[src/rtl/dmem_arbiter_if.sv]
// dmem_arbiter_if: bundles both requester ports, the shared response
// (rdata/err/busy) and the data-memory side of dmem_arbiter.
//   slave  : the arbiter itself
//   master : the two requesters (CPU LSU on port 0, external agent on port 1)
//   mem    : the single-port data memory
interface dmem_arbiter_if #(
    parameter int DATA_WIDTH = 32,
    parameter int ADDR_WIDTH = 32
);
    // port 0 request bundle
    logic                  req0;
    logic                  we0;
    logic [ADDR_WIDTH-1:0] addr0;
    logic [DATA_WIDTH-1:0] wdata0;
    logic [2:0]            funct0;
    logic                  ack0;
    // port 1 request bundle
    logic                  req1;
    logic                  we1;
    logic [ADDR_WIDTH-1:0] addr1;
    logic [DATA_WIDTH-1:0] wdata1;
    logic [2:0]            funct1;
    logic                  ack1;
    // shared response
    logic [DATA_WIDTH-1:0] rdata;
    logic                  err;
    logic                  busy;
    // data memory side
    logic                  mem_wr_en;
    logic [ADDR_WIDTH-1:0] mem_addr;
    logic [DATA_WIDTH-1:0] mem_wdata;
    logic [2:0]            mem_funct;
    logic [DATA_WIDTH-1:0] mem_rdata;

    modport slave (
        input  req0, we0, addr0, wdata0, funct0,
        input  req1, we1, addr1, wdata1, funct1,
        input  mem_rdata,
        output ack0, ack1, rdata, err, busy,
        output mem_wr_en, mem_addr, mem_wdata, mem_funct
    );

    modport master (
        output req0, we0, addr0, wdata0, funct0,
        output req1, we1, addr1, wdata1, funct1,
        input  ack0, ack1, rdata, err, busy
    );

    modport mem (
        input  mem_wr_en, mem_addr, mem_wdata, mem_funct,
        output mem_rdata
    );
endinterface

[src/rtl/dmem_arbiter.sv]
// dmem_arbiter: two-port arbiter/sequencer in front of the single-port data
// memory. Each transaction occupies IDLE -> ACCESS -> RESP (3 cycles).
// Memory-side signals and the read response are registered; misaligned word
// accesses are flagged and never write memory.
// Optional feature macro: ARB_ROUND_ROBIN_EN
//   undefined: fixed priority to port 0 with anti-starvation for port 1
//   defined  : round-robin on a last-grant pointer (reset points at port 1)
module dmem_arbiter #(
    parameter int DATA_WIDTH   = 32,
    parameter int ADDR_WIDTH   = 32,
    parameter int STARVE_LIMIT = 8
) (
    input  logic         clk,
    input  logic         reset,
    dmem_arbiter_if.slave bus
);

    typedef enum logic [1:0] {
        IDLE   = 2'd0,
        ACCESS = 2'd1,
        RESP   = 2'd2
    } state_t;

    localparam logic [2:0] FUNCT_WORD = 3'b010;

    state_t                r_state;
    state_t                w_state_next;

    logic                  r_grant;
    logic                  r_we;
    logic                  r_err_flag;
    logic                  r_mem_wr_en;
    logic [ADDR_WIDTH-1:0] r_mem_addr;
    logic [DATA_WIDTH-1:0] r_mem_wdata;
    logic [2:0]            r_mem_funct;
    logic [DATA_WIDTH-1:0] r_rdata;
    logic                  r_ack0;
    logic                  r_ack1;
    logic                  r_err;

    logic                  w_arb;
    logic                  w_pick1;
    logic                  w_we;
    logic [ADDR_WIDTH-1:0] w_addr;
    logic [DATA_WIDTH-1:0] w_wdata;
    logic [2:0]            w_funct;
    logic                  w_misaligned;

`ifdef ARB_ROUND_ROBIN_EN
    logic                  r_last_grant;

    // Round robin: favour the port that was not granted last time.
    always_comb begin
        w_pick1 = bus.req1 && (!bus.req0 || !r_last_grant);
    end

    // Last-grant pointer; starts at port 1 so port 0 wins the first contention.
    always_ff @(posedge clk or negedge reset) begin
        if (!reset) begin
            r_last_grant <= 1'b1;
        end else if (w_arb) begin
            r_last_grant <= w_pick1;
        end
    end
`else
    localparam logic [7:0] STARVE_LIM = 8'(STARVE_LIMIT);

    logic [7:0]            r_starve_cnt;

    // Fixed priority to port 0, unless port 1 has lost STARVE_LIMIT times in a row.
    always_comb begin
        w_pick1 = bus.req1 && (!bus.req0 || (r_starve_cnt == STARVE_LIM));
    end

    // Count consecutive lost arbitrations of port 1; clear when it wins.
    always_ff @(posedge clk or negedge reset) begin
        if (!reset) begin
            r_starve_cnt <= 8'd0;
        end else if (w_arb) begin
            if (w_pick1) begin
                r_starve_cnt <= 8'd0;
            end else if (bus.req1 && (r_starve_cnt != 8'hFF)) begin
                r_starve_cnt <= r_starve_cnt + 8'd1;
            end
        end
    end
`endif

    // Select the winning request bundle and flag misaligned word accesses.
    always_comb begin
        w_arb   = (r_state == IDLE) && (bus.req0 || bus.req1);
        w_we    = w_pick1 ? bus.we1    : bus.we0;
        w_addr  = w_pick1 ? bus.addr1  : bus.addr0;
        w_wdata = w_pick1 ? bus.wdata1 : bus.wdata0;
        w_funct = w_pick1 ? bus.funct1 : bus.funct0;
        w_misaligned = (w_funct == FUNCT_WORD) && (w_addr[1:0] != 2'b00);
    end

    // Next-state logic: fixed three-cycle sequence once a request is taken.
    always_comb begin
        w_state_next = r_state;
        case (r_state)
            IDLE:    if (bus.req0 || bus.req1) w_state_next = ACCESS;
            ACCESS:  w_state_next = RESP;
            RESP:    w_state_next = IDLE;
            default: w_state_next = IDLE;
        endcase
    end

    // State register.
    always_ff @(posedge clk or negedge reset) begin
        if (!reset) begin
            r_state <= IDLE;
        end else begin
            r_state <= w_state_next;
        end
    end

    // Datapath: latch the winner, drive memory in ACCESS, respond in RESP.
    always_ff @(posedge clk or negedge reset) begin
        if (!reset) begin
            r_grant     <= 1'b0;
            r_we        <= 1'b0;
            r_err_flag  <= 1'b0;
            r_mem_wr_en <= 1'b0;
            r_mem_addr  <= '0;
            r_mem_wdata <= '0;
            r_mem_funct <= FUNCT_WORD;
            r_rdata     <= '0;
            r_ack0      <= 1'b0;
            r_ack1      <= 1'b0;
            r_err       <= 1'b0;
        end else begin
            r_ack0 <= 1'b0;
            r_ack1 <= 1'b0;
            r_err  <= 1'b0;
            case (r_state)
                IDLE: begin
                    if (w_arb) begin
                        r_grant     <= w_pick1;
                        r_we        <= w_we;
                        r_err_flag  <= w_misaligned;
                        r_mem_addr  <= w_addr;
                        r_mem_wdata <= w_wdata;
                        r_mem_funct <= w_funct;
                        r_mem_wr_en <= w_we && !w_misaligned;
                    end
                end
                ACCESS: begin
                    r_mem_wr_en <= 1'b0;
                    r_rdata     <= (r_we || r_err_flag) ? '0 : bus.mem_rdata;
                    r_ack0      <= !r_grant;
                    r_ack1      <= r_grant;
                    r_err       <= r_err_flag;
                end
                default: begin
                    r_mem_wr_en <= 1'b0;
                end
            endcase
        end
    end

    assign bus.ack0      = r_ack0;
    assign bus.ack1      = r_ack1;
    assign bus.rdata     = r_rdata;
    assign bus.err       = r_err;
    assign bus.busy      = (r_state != IDLE);
    assign bus.mem_wr_en = r_mem_wr_en;
    assign bus.mem_addr  = r_mem_addr;
    assign bus.mem_wdata = r_mem_wdata;
    assign bus.mem_funct = r_mem_funct;

endmodule

[src/flat_wrapper.sv]
// flat-port wrapper written by rule: the top's interface ports become plain ports
module dmem_arbiter_flat 
#(
    parameter int DATA_WIDTH   = 32,
    parameter int ADDR_WIDTH   = 32,
    parameter int STARVE_LIMIT = 8
)
  (clk, reset, bus_req0, bus_we0, bus_addr0, bus_wdata0, bus_funct0, bus_req1, bus_we1, bus_addr1, bus_wdata1, bus_funct1, bus_mem_rdata, bus_ack0, bus_ack1, bus_rdata, bus_err, bus_busy, bus_mem_wr_en, bus_mem_addr, bus_mem_wdata, bus_mem_funct);
  dmem_arbiter_if #(.DATA_WIDTH(DATA_WIDTH), .ADDR_WIDTH(ADDR_WIDTH)) bus_i ();
  input  logic clk;
  input  logic reset;
  input wire logic [$bits(bus_i.req0)-1:0] bus_req0;
  input wire logic [$bits(bus_i.we0)-1:0] bus_we0;
  input wire logic [$bits(bus_i.addr0)-1:0] bus_addr0;
  input wire logic [$bits(bus_i.wdata0)-1:0] bus_wdata0;
  input wire logic [$bits(bus_i.funct0)-1:0] bus_funct0;
  input wire logic [$bits(bus_i.req1)-1:0] bus_req1;
  input wire logic [$bits(bus_i.we1)-1:0] bus_we1;
  input wire logic [$bits(bus_i.addr1)-1:0] bus_addr1;
  input wire logic [$bits(bus_i.wdata1)-1:0] bus_wdata1;
  input wire logic [$bits(bus_i.funct1)-1:0] bus_funct1;
  input wire logic [$bits(bus_i.mem_rdata)-1:0] bus_mem_rdata;
  output wire logic [$bits(bus_i.ack0)-1:0] bus_ack0;
  output wire logic [$bits(bus_i.ack1)-1:0] bus_ack1;
  output wire logic [$bits(bus_i.rdata)-1:0] bus_rdata;
  output wire logic [$bits(bus_i.err)-1:0] bus_err;
  output wire logic [$bits(bus_i.busy)-1:0] bus_busy;
  output wire logic [$bits(bus_i.mem_wr_en)-1:0] bus_mem_wr_en;
  output wire logic [$bits(bus_i.mem_addr)-1:0] bus_mem_addr;
  output wire logic [$bits(bus_i.mem_wdata)-1:0] bus_mem_wdata;
  output wire logic [$bits(bus_i.mem_funct)-1:0] bus_mem_funct;
  assign bus_i.req0 = bus_req0;
  assign bus_i.we0 = bus_we0;
  assign bus_i.addr0 = bus_addr0;
  assign bus_i.wdata0 = bus_wdata0;
  assign bus_i.funct0 = bus_funct0;
  assign bus_i.req1 = bus_req1;
  assign bus_i.we1 = bus_we1;
  assign bus_i.addr1 = bus_addr1;
  assign bus_i.wdata1 = bus_wdata1;
  assign bus_i.funct1 = bus_funct1;
  assign bus_i.mem_rdata = bus_mem_rdata;
  assign bus_ack0 = bus_i.ack0;
  assign bus_ack1 = bus_i.ack1;
  assign bus_rdata = bus_i.rdata;
  assign bus_err = bus_i.err;
  assign bus_busy = bus_i.busy;
  assign bus_mem_wr_en = bus_i.mem_wr_en;
  assign bus_mem_addr = bus_i.mem_addr;
  assign bus_mem_wdata = bus_i.mem_wdata;
  assign bus_mem_funct = bus_i.mem_funct;
  dmem_arbiter #(.DATA_WIDTH(DATA_WIDTH), .ADDR_WIDTH(ADDR_WIDTH), .STARVE_LIMIT(STARVE_LIMIT)) u_core (.clk(clk), .reset(reset), .bus(bus_i));
endmodule
[config.mk]
export PLATFORM = sky130hd
export DESIGN_NAME = dmem_arbiter_flat
export DESIGN_NICKNAME = d
export VERILOG_FILES = /design/src/rtl/dmem_arbiter_if.sv /design/src/rtl/dmem_arbiter.sv /design/src/flat_wrapper.sv
export SDC_FILE = /design/constraint.sdc
export NUM_CORES = 1
export LEC_CHECK = 0
export ABC_AREA = 1
export BUFFER_PORTS_ARGS = -buffer_cell sky130_fd_sc_hd__buf_4
export CORE_AREA = 4 4 127 129
export DETAILED_ROUTE_END_ITERATION = 8
export DIE_AREA = 0 0 131 133
export SYNTH_ARGS = -nofsm -noshare
export SYNTH_HDL_FRONTEND = slang
export SYNTH_SLANG_ARGS = --single-unit
export TNS_END_PERCENT = 20
[constraint.sdc]
create_clock -name clk -period 3.7 [get_ports clk]
set_clock_uncertainty 0.2 [all_clocks]
set_input_delay 0.37 -clock clk [delete_from_list [all_inputs] [get_ports clk]]
set_output_delay 0.37 -clock clk [all_outputs]
set_load 0.01 [all_outputs]
Word-level counts from Yosys, hierarchy flattened --
Index checks and enable logic that the tools add are counted.
Storage, ports and cells: input bits 172, register bits 116
Operators by class: equality and inequality tests 6, mux-type cells 14, reduce and logical (&&, ||, !) cells 17, $add $sub $neg 1
Operators with widths (number):
- $mux W32 | 3
- $mux W8 | 2
- $add A8 B1 Y8 const B | 1
- $eq A8 B4 Y1 const B | 1
- $ne A8 B8 Y1 const B | 1
- $mux W1 | 6
- $reduce_bool A2 Y1 | 3
- $logic_and A1 B1 Y1 | 5
- $pmux W2 S2 | 1
- $reduce_and A2 Y1 | 2
- $eq A3 B2 Y1 const B | 1
- $logic_not A1 Y1 | 3
- $logic_or A1 B1 Y1 | 3
- $mux W3 | 1
- $eq A2 B1 Y1 const B | 1
- $logic_not A2 Y1 | 1
- $mux W2 | 1
- $ne A2 B1 Y1 const B | 1
- $ne A2 B2 Y1 const B | 1

Logic depth before layout (Yosys ltp) --
Gate-level depths: netlist of run 1.
word-level depth 10, mapped depth 12, gate-level depth less buffers 11

Worst setup path after synthesis of run 1 --
No wires, ideal clock.
path type register to register, from reg u_core.r_starve_cnt[0], to reg u_core.r_mem_wdata[14] (netlist: u_core.bus.mem_wdata[14]), path buffers 2, arrival 1495 ps, cell stages (with the launch flop) 10, setup slack 1881 ps, cells stage by stage dfrtp_1 inv_1 ha_1 nand3_1 o21ai_4 nand2_4 buf_2 buf_6 a21oi_1 a21oi_1
On the way: cells in the longest elaborated chain, start to end 4
RTL lines:
- from (decl) | RTL line dmem_arbiter.sv:68 | logic [7:0] r_starve_cnt;
- from (signal assigned) | RTL line dmem_arbiter.sv:83 | r_starve_cnt <= r_starve_cnt + 8'd1;
- $eq A8 B4 Y1 | RTL line dmem_arbiter.sv:72 | w_pick1 = bus.req1 && (!bus.req0 || (r_starve_cnt == STARVE_LIM));
- $logic_or A1 B1 Y1 | RTL line dmem_arbiter.sv:72
- $logic_and A1 B1 Y1 | RTL line dmem_arbiter.sv:72
- $mux W32 | RTL line dmem_arbiter.sv:94 | w_wdata = w_pick1 ? bus.wdata1 : bus.wdata0;
- to (signal assigned) | RTL line dmem_arbiter.sv:144 | r_mem_wdata <= w_wdata;
- to (decl) | RTL line dmem_arbiter.sv:34 | logic [DATA_WIDTH-1:0] r_mem_wdata;
Every way passes these cells. A chain may end at the register's enable or synchronous reset.

Worst setup path in the final report of run 1 --
from reg u_core.r_starve_cnt[0], to reg u_core.r_mem_wr_en (netlist: u_core.bus.mem_wr_en)
On the way: cells in the longest elaborated chain, start to end 10, elaborated cells between the ends (all ways) 13, those cells by class 2 x eq/ne; 5 x mux; 6 x reduce/logical
RTL lines:
- $eq A8 B4 Y1 * | RTL line dmem_arbiter.sv:72
- $logic_or A1 B1 Y1 * | RTL line dmem_arbiter.sv:72
- $logic_and A1 B1 Y1 * | RTL line dmem_arbiter.sv:72
- $mux W3 or $mux W32 (tied branches) | RTL line dmem_arbiter.sv:95, dmem_arbiter.sv:93
- $eq A3 B2 Y1 or $reduce_bool A2 Y1 (tied branches) | RTL line dmem_arbiter.sv:96 | w_misaligned = (w_funct == FUNCT_WORD) && (w_addr[1:0] != 2'b00);
- $logic_and A1 B1 Y1 | RTL line dmem_arbiter.sv:96
- $logic_not A1 Y1 | RTL line dmem_arbiter.sv:146 | r_mem_wr_en <= w_we && !w_misaligned;
- $logic_and A1 B1 Y1 * | RTL line dmem_arbiter.sv:146
- $mux W1 * | RTL line dmem_arbiter.sv:139 | if (w_arb) begin
- $mux W1 * | RTL line dmem_arbiter.sv:137 | case (r_state)
- to (signal assigned) | RTL line dmem_arbiter.sv:146
- to (decl) | RTL line dmem_arbiter.sv:32 | logic r_mem_wr_en;
Every way passes the cells marked *; elsewhere a longest branch is shown, timed or not. The select of a mux whose other input is x is not followed.

==> impl_results.md, run 1 <==
* Clk buf depth at 2
* Run status: complete, no violations
* Filler cells at 1360
* Post-Place Worst Slack at 1.33 ns
* Layout cells sized above 1 at 0.343
* Grt ovf at 0
* Placed Cells at 1045
* Worst r2r src: u_core.r_starve_cnt[0]
* Largest family of logic cells by synthesized area: simple AND/OR/NAND/NOR gates
* Synth Area in XOR/XNOR at 0.00339
* Mean post-synth cell area at 8.45 um2
* CTS H-tree lvls at 4
* Adder-cell share of the synthesized area at 0.00484
* Initial drt markers at 249
* Initial core utilization at 0.344
* Critical path origin: u_core.r_starve_cnt[0]
* Pwr/cell area at 823 mW/mm2
* Post-CTS Setup Bufs at 0
* Multiplexer share of the synthesized area at 0
* Final TNS setup at 0 ns
* Via density per instance at 4.81
* I/O Pins at 276
* Cells after Synth at 612
* Seq/Total Area, Yosys at 0.562
* FF+latch area at 0.00290 mm2
* Top-count cell post-synth: nand2_1
* Worst hold path type: in2reg
* Clock Latency Late Sink at 0.42 ns
* Area leader, netlist: dfrtp_1
* Yosys top cell area share at 0.556
* Distinct cells, synth at 26
* Layout Nets at 1100
* CTS Hold Buffers Added at 50
* Port buffer count at 275
* Synth Flop Type: dfrtp_1
* Vias at 5421
* Peak Freq at 420 MHz
* Post-CTS Resized at 0
* Antenna cells at 0
* Worst setup margin at 1.32 ns
* Total clock sinks at 116
* Worst R2R Path Depth at 11
* Finished Layout Cells at 1127
* Hold path start: bus_wdata1[16]
* RSZ-0062 raised after global routing: false
* Worst-Margin Slew at 0.991 ns
* Largest net degree at the start of global routing at 76
* Die X at 131 um
* Async SR Flop Fraction at 1.00
* Post-DRT Antenna Nets at 0
* Synthesis-to-layout area growth at 65.0%
* CP Capture Point: u_core.bus.mem_wr_en
* Worst EP arrival at 2.49 ns
* Setup crit start kind: flop
* CTS buffer count at 17
* DRC viols at 0
* Post-Route WL at 18300 um
* Top post-synthesis cells by count: 154 x nand2_1, 126 x a21oi_1, 115 x dfrtp_1
* FP Rows at 45
* Worst Hold Slack at 0.0120 ns
* DR WL/cell at 16.2 um
* CP Capture Type: flop
* Kind of critical path: reg2reg
* MaxCap Viol Count at 0
* Final setup fails at 0
* Max_slew headroom at 0.335
* Post-synth EDFFs at 0
* Post-Synth Simple-Gate Area at 0.222
* CP max FO at 75
* Syn. warnings at 0
* Lkg Pwr at 0.00424 uW
* RR Endpoint: u_core.bus.mem_wr_en
* Final Cycle Share at 0.644
* Required @ worst endpoint at 3.81 ns
* RD Place Congestion at 0.845
* Initial antenna violation count at 0
* CTS tree: built
* Max Slew Vio Count at 0
* Vias in the first global route at 5605
* Peak VDD IR at 0.370 mV
* Die height at 133 um
* Mapped Nets at 786
* Top post-synthesis cells by area: dfrtp_1 56%, a21oi_1 12%, nand2_1 11%, nor2_1 5.6%, nand3_1 4.1%
* Post-Syn Area at 0.00517 mm2
* DPL Wire Length at 13000 um
* First-pass GRT wire length at 28400 um
* Synth Area in Compound Gates at 0.145
* Clock transition at path regs at 0.05 ns
* Final min period at 2.38 ns
* R2R setup slack at 1.32 ns
* Yosys reg bits at 116
* Final hold vios at 0
* Iteration count of the initial detailed-routing pass at 4
* Area of the multi-input gates at 0.00196 mm2
* Core Region at 0.0150 mm2
* Clock root cell: clkbuf_16
* Total track usage at 0.207
* Die ar. at 0.0174 mm2
critical path, cell delays in order (launching register included):
cell and delay, ns:
dfrtp_1 0.36, inv_1 0.07, ha_1 0.19, nand3_1 0.12, o21ai_4 0.12, nand2_4 0.07, buf_4 0.62, nand2_1 0.09
o21ai_1 0.17, nand3_1 0.11, nand2_1 0.06, nand2_1 0.04
per-stage QoR:
step,util,instance area [um2],power (uW)
after floorplan,-,5170,3630
after global placement,0.487,7320,4960
after detailed placement,0.487,7320,5030
after CTS,0.567,8530,7080
after global routing,0.568,8530,7480
final,0.568,8530,7020
cells in the final DEF (no fill, tap or decap), drive strengths merged:
master       instances
a21oi              126
nand3               42
inv                 20
nor3                 1
bufinv               8
clkbuf              22
o2111ai              1
a31oi                1
dfrtp              115
o21ai               19
nand4                3
nand2              155
clkinv               4
ha                   2
nand3b               4
nor2                78
dfstp                1
buf                285
xor2                 2
dlygate4sd3         50
final cells by class:
cell class                 count  share of cell area
tap                          188              0.0276
inverter                      22             0.00983
timing repair buffer         335               0.309
sequential                   116               0.340
clock buffer                  22              0.0532
multi-input combinational    434               0.230
clock inverter                10              0.0293
layer usage:
layer  GRT usage  share of wire  up-vias
met5           0              0        -
met4       0.105          0.039        0
met3      0.0581          0.071       52
met2       0.344           0.49      214
met1       0.242           0.40     2520
li1            -              -     2635
cell families (layout without fill, tap and decap cells):
logic type / after synthesis / in the layout
xor gates and xnor gates: 2 / 2
AOI/OAI and AO/OA: 147 / 147
and+or+nand+nor: 283 / 283
buffers and inverters: 62 / 389
adders and majority gates: 2 / 2
DFF: 116 / 116
state kept, by name (all words and copies together) (netlist names):
signal,flops
u_core.r_starve_cnt,8
u_core.bus.err,1
u_core.bus.mem_addr,32
u_core.r_grant,1
u_core.bus.mem_wdata,32
u_core.r_err_flag,1
u_core.bus.rdata,32
u_core.bus.mem_funct,3
u_core.r_we,1
u_core.r_state,2
u_core.bus.mem_wr_en,1
u_core.bus.ack1,1
u_core.bus.ack0,1
report_power, final:
part / switching, uW / leakage, uW / internal (uW)
clock network: 566 / 0.000342 / 1410
logic: 1590 / 0.00250 / 1240
registers: 352 / 0.00139 / 1860
total: 2510 / 0.00424 / 4510
how the worst min path moves through the flow:
stage	endpoint	slack (ns)	cells after the start
final	u_core.bus.mem_wdata[16]	0.01	3
after global placement	u_core.bus.ack0	0.21	1
after detailed placement	u_core.bus.ack0	0.21	1
after global routing	u_core.bus.mem_addr[2]	0.008	3
after CTS	u_core.bus.mem_wdata[23]	0.0006	3
after floorplan	u_core.bus.ack0	-0.13	0
(Power assumes the default switching activity.)
==> run 2, diff against run 1 <==
- PLACE_DENSITY: not set -> 0.67
- clock period: 3.7 -> 2.13 ns (I/O delays scaled with it)
==> run 2 against run 1 <==
Against the previous run:
- combinational power rose by 89%
- worst setup slack got worse by 1.2 ns
- non-clock buffer count rose by 125
- global-route usage rose by 2.5 points
- fmax rose by 21%
- sequential share of layout area fell by 4.2 points
- critical path type unchanged
==> impl_results.md, run 2 (synthesis results as in run 1) <==
* Max_slew headroom at 0.656
* Core Region at 0.0150 mm2
* Die height at 133 um
* Iteration count of the initial detailed-routing pass at 5
* Via density per instance at 4.88
* CP max stage delay at 0.39 ns
* RD Place Congestion at 0.852
* Worst r2r src: u_core.r_starve_cnt[0]
* I/O Pins at 276
* DR WL/cell at 16.4 um
* First-pass GRT wire length at 31700 um
* Synthesis-to-layout area growth at 88.3%
* Grt ovf at 0
* Commonest non-fill, non-tap cell in the layout: buf_4
* Peak Freq at 507 MHz
* Final min period at 1.97 ns
* Vias in the first global route at 6395
* CTS tree: built
* Antenna cells at 0
* Total track usage at 0.232
* Post-Route WL at 20500 um
* Flop pwr share at 0.316
* CP top delay family: simple AND/OR/NAND/NOR gates
* MaxCap Viol Count at 0
* Setup crit start kind: flop
* CTS H-tree lvls at 4
* M1 GR Usage at 0.257
* CP max FO at 38
* DPL Wire Length at 12600 um
* DRC viols at 0
* Max Slew Vio Count at 0
* Int Power at 7600 uW
* Largest net degree at the start of global routing at 54
* Lkg Pwr at 0.00474 uW
* Total clock sinks at 116
* Worst setup margin at 0.157 ns
* Final core utilization at 0.648
* Post-Place Worst Slack at 0.108 ns
* Worst-Margin Slew at 0.516 ns
* Pwr/cell area at 1240 mW/mm2
* Worst EP arrival at 2.07 ns
* Clock power share at 0.242
* Die X at 131 um
* Met3 Usage GRT at 0.0606
* Final setup fails at 0
* Gr busiest metal: met2
* Hold path start: bus_addr1[0]
* Crit path top cell by count: nand2_1
* Final Cycle Share at 0.926
* Grt met2 use at 0.398
* Switching power at 4490 uW
* FP Rows at 45
* Required @ worst endpoint at 2.23 ns
* Peak VDD IR at 0.594 mV
* CP Capture Type: flop
* Layout cells sized above 1 at 0.311
* Final TNS setup at 0 ns
* RSZ-0062 raised after global routing: true
* Clock root cell: clkbuf_16
* Slowest cell on crit path: dfrtp_1
* Initial core utilization at 0.344
* Worst hold path type: in2reg
* Critical-path cell list: inv_1 > ha_1 > nand3_1 > o21ai_4 > nand2_4 > buf_12 > o21ai_1 > nor2_1 > nand2_1 > nand2_1
* Critical path origin: u_core.r_starve_cnt[0]
* Initial antenna violation count at 0
* Run status: complete, no violations
* Post-DRT Antenna Nets at 0
* Clock transition at path regs at 0.05 ns
* Buffers and inverters on the worst path at 2
* Most frequent cells in the layout: 286 x buf_4, 166 x dlygate4sd3_1, 154 x nand2_1
* Initial drt markers at 361
* Clock Latency Late Sink at 0.41 ns
* Layout Nets at 1225
* CTS buffer count at 17
* Port buffer count at 275
* Vias at 6094
* Combinational share of power at 0.442
* Clk buf depth at 2
* Kind of critical path: reg2reg
* Die ar. at 0.0174 mm2
* Net Sw Frac at 0.371
* Final hold vios at 0
## run 2: layout make-up
cell class                 count  area [um2]
clock inverter                10         159
clock buffer                  20         437
timing repair buffer         460        3960
tap                          188         235
multi-input combinational    434        1960
sequential                   116        2900
fill                        1161        5300
inverter                      22        83.8
## run 2: per-stage QoR
stage / power (uW) / hold WS [ns] / area, um2 / instances
final: 12100 / 0.0194 / 9740 / 1250
after global routing: 12900 / 0.0237 / 9740 / 1250
after CTS: 12100 / 0.00306 / 9730 / 1250
after detailed placement: 8890 / 0.0166 / 7480 / 1054
after global placement: 8800 / 0.0219 / 7480 / 1054
after floorplan: 6310 / -0.283 / 5170 / 612
## run 2: what timing repair did
action | 4_1_cts | 5_1_grt
buffers inserted | 0 | 0
hold buffers | 166 | 0
setup endpoints to repair | 0 | 7
resized for setup | 0 | 1
hold endpoints to repair | 201 | 0
## run 2: power groups by stage
stage,logic (uW),registers (uW),clock network [uW]
detailed placement,5070,3820,0
global route,5860,3940,3090
CTS,5320,3810,2980
finish,5350,3830,2930
global placement,5000,3800,0
floorplan,2140,4180,0
## run 2: path summary, 6_finish.rpt
path	to	slack, ns	cells past startpoint
worst max-delay path	u_core.bus.mem_wr_en	0.16	10
worst min-delay path	u_core.bus.mem_addr[0]	0.02	4
worst max register to register	u_core.bus.mem_wr_en	0.16	10
worst min register to register	u_core.bus.ack0	0.22	1
max in group asynchronous	u_core.bus.mem_funct[1]	0.98	3
min in group asynchronous	u_core.bus.mem_addr[26]	0.12	2
## run 2: worst reg2reg max path: stages (launching register included)
cell     delay [ns]
dfrtp_1        0.39
inv_1          0.09
ha_1           0.15
nand3_1        0.11
o21ai_4        0.20
nand2_4        0.16
buf_12         0.21
o21ai_1        0.18
nor2_1         0.06
nand2_1        0.07
nand2_1        0.04
## run 2: per-layer routing
layer  up-vias  part of all wire  wire length, um
met5         -                 0                0
met4         0             0.042              854
met3        74             0.068             1390
met2       284              0.51            10500
met1      2851              0.38             7830
li1       2885                 -                -
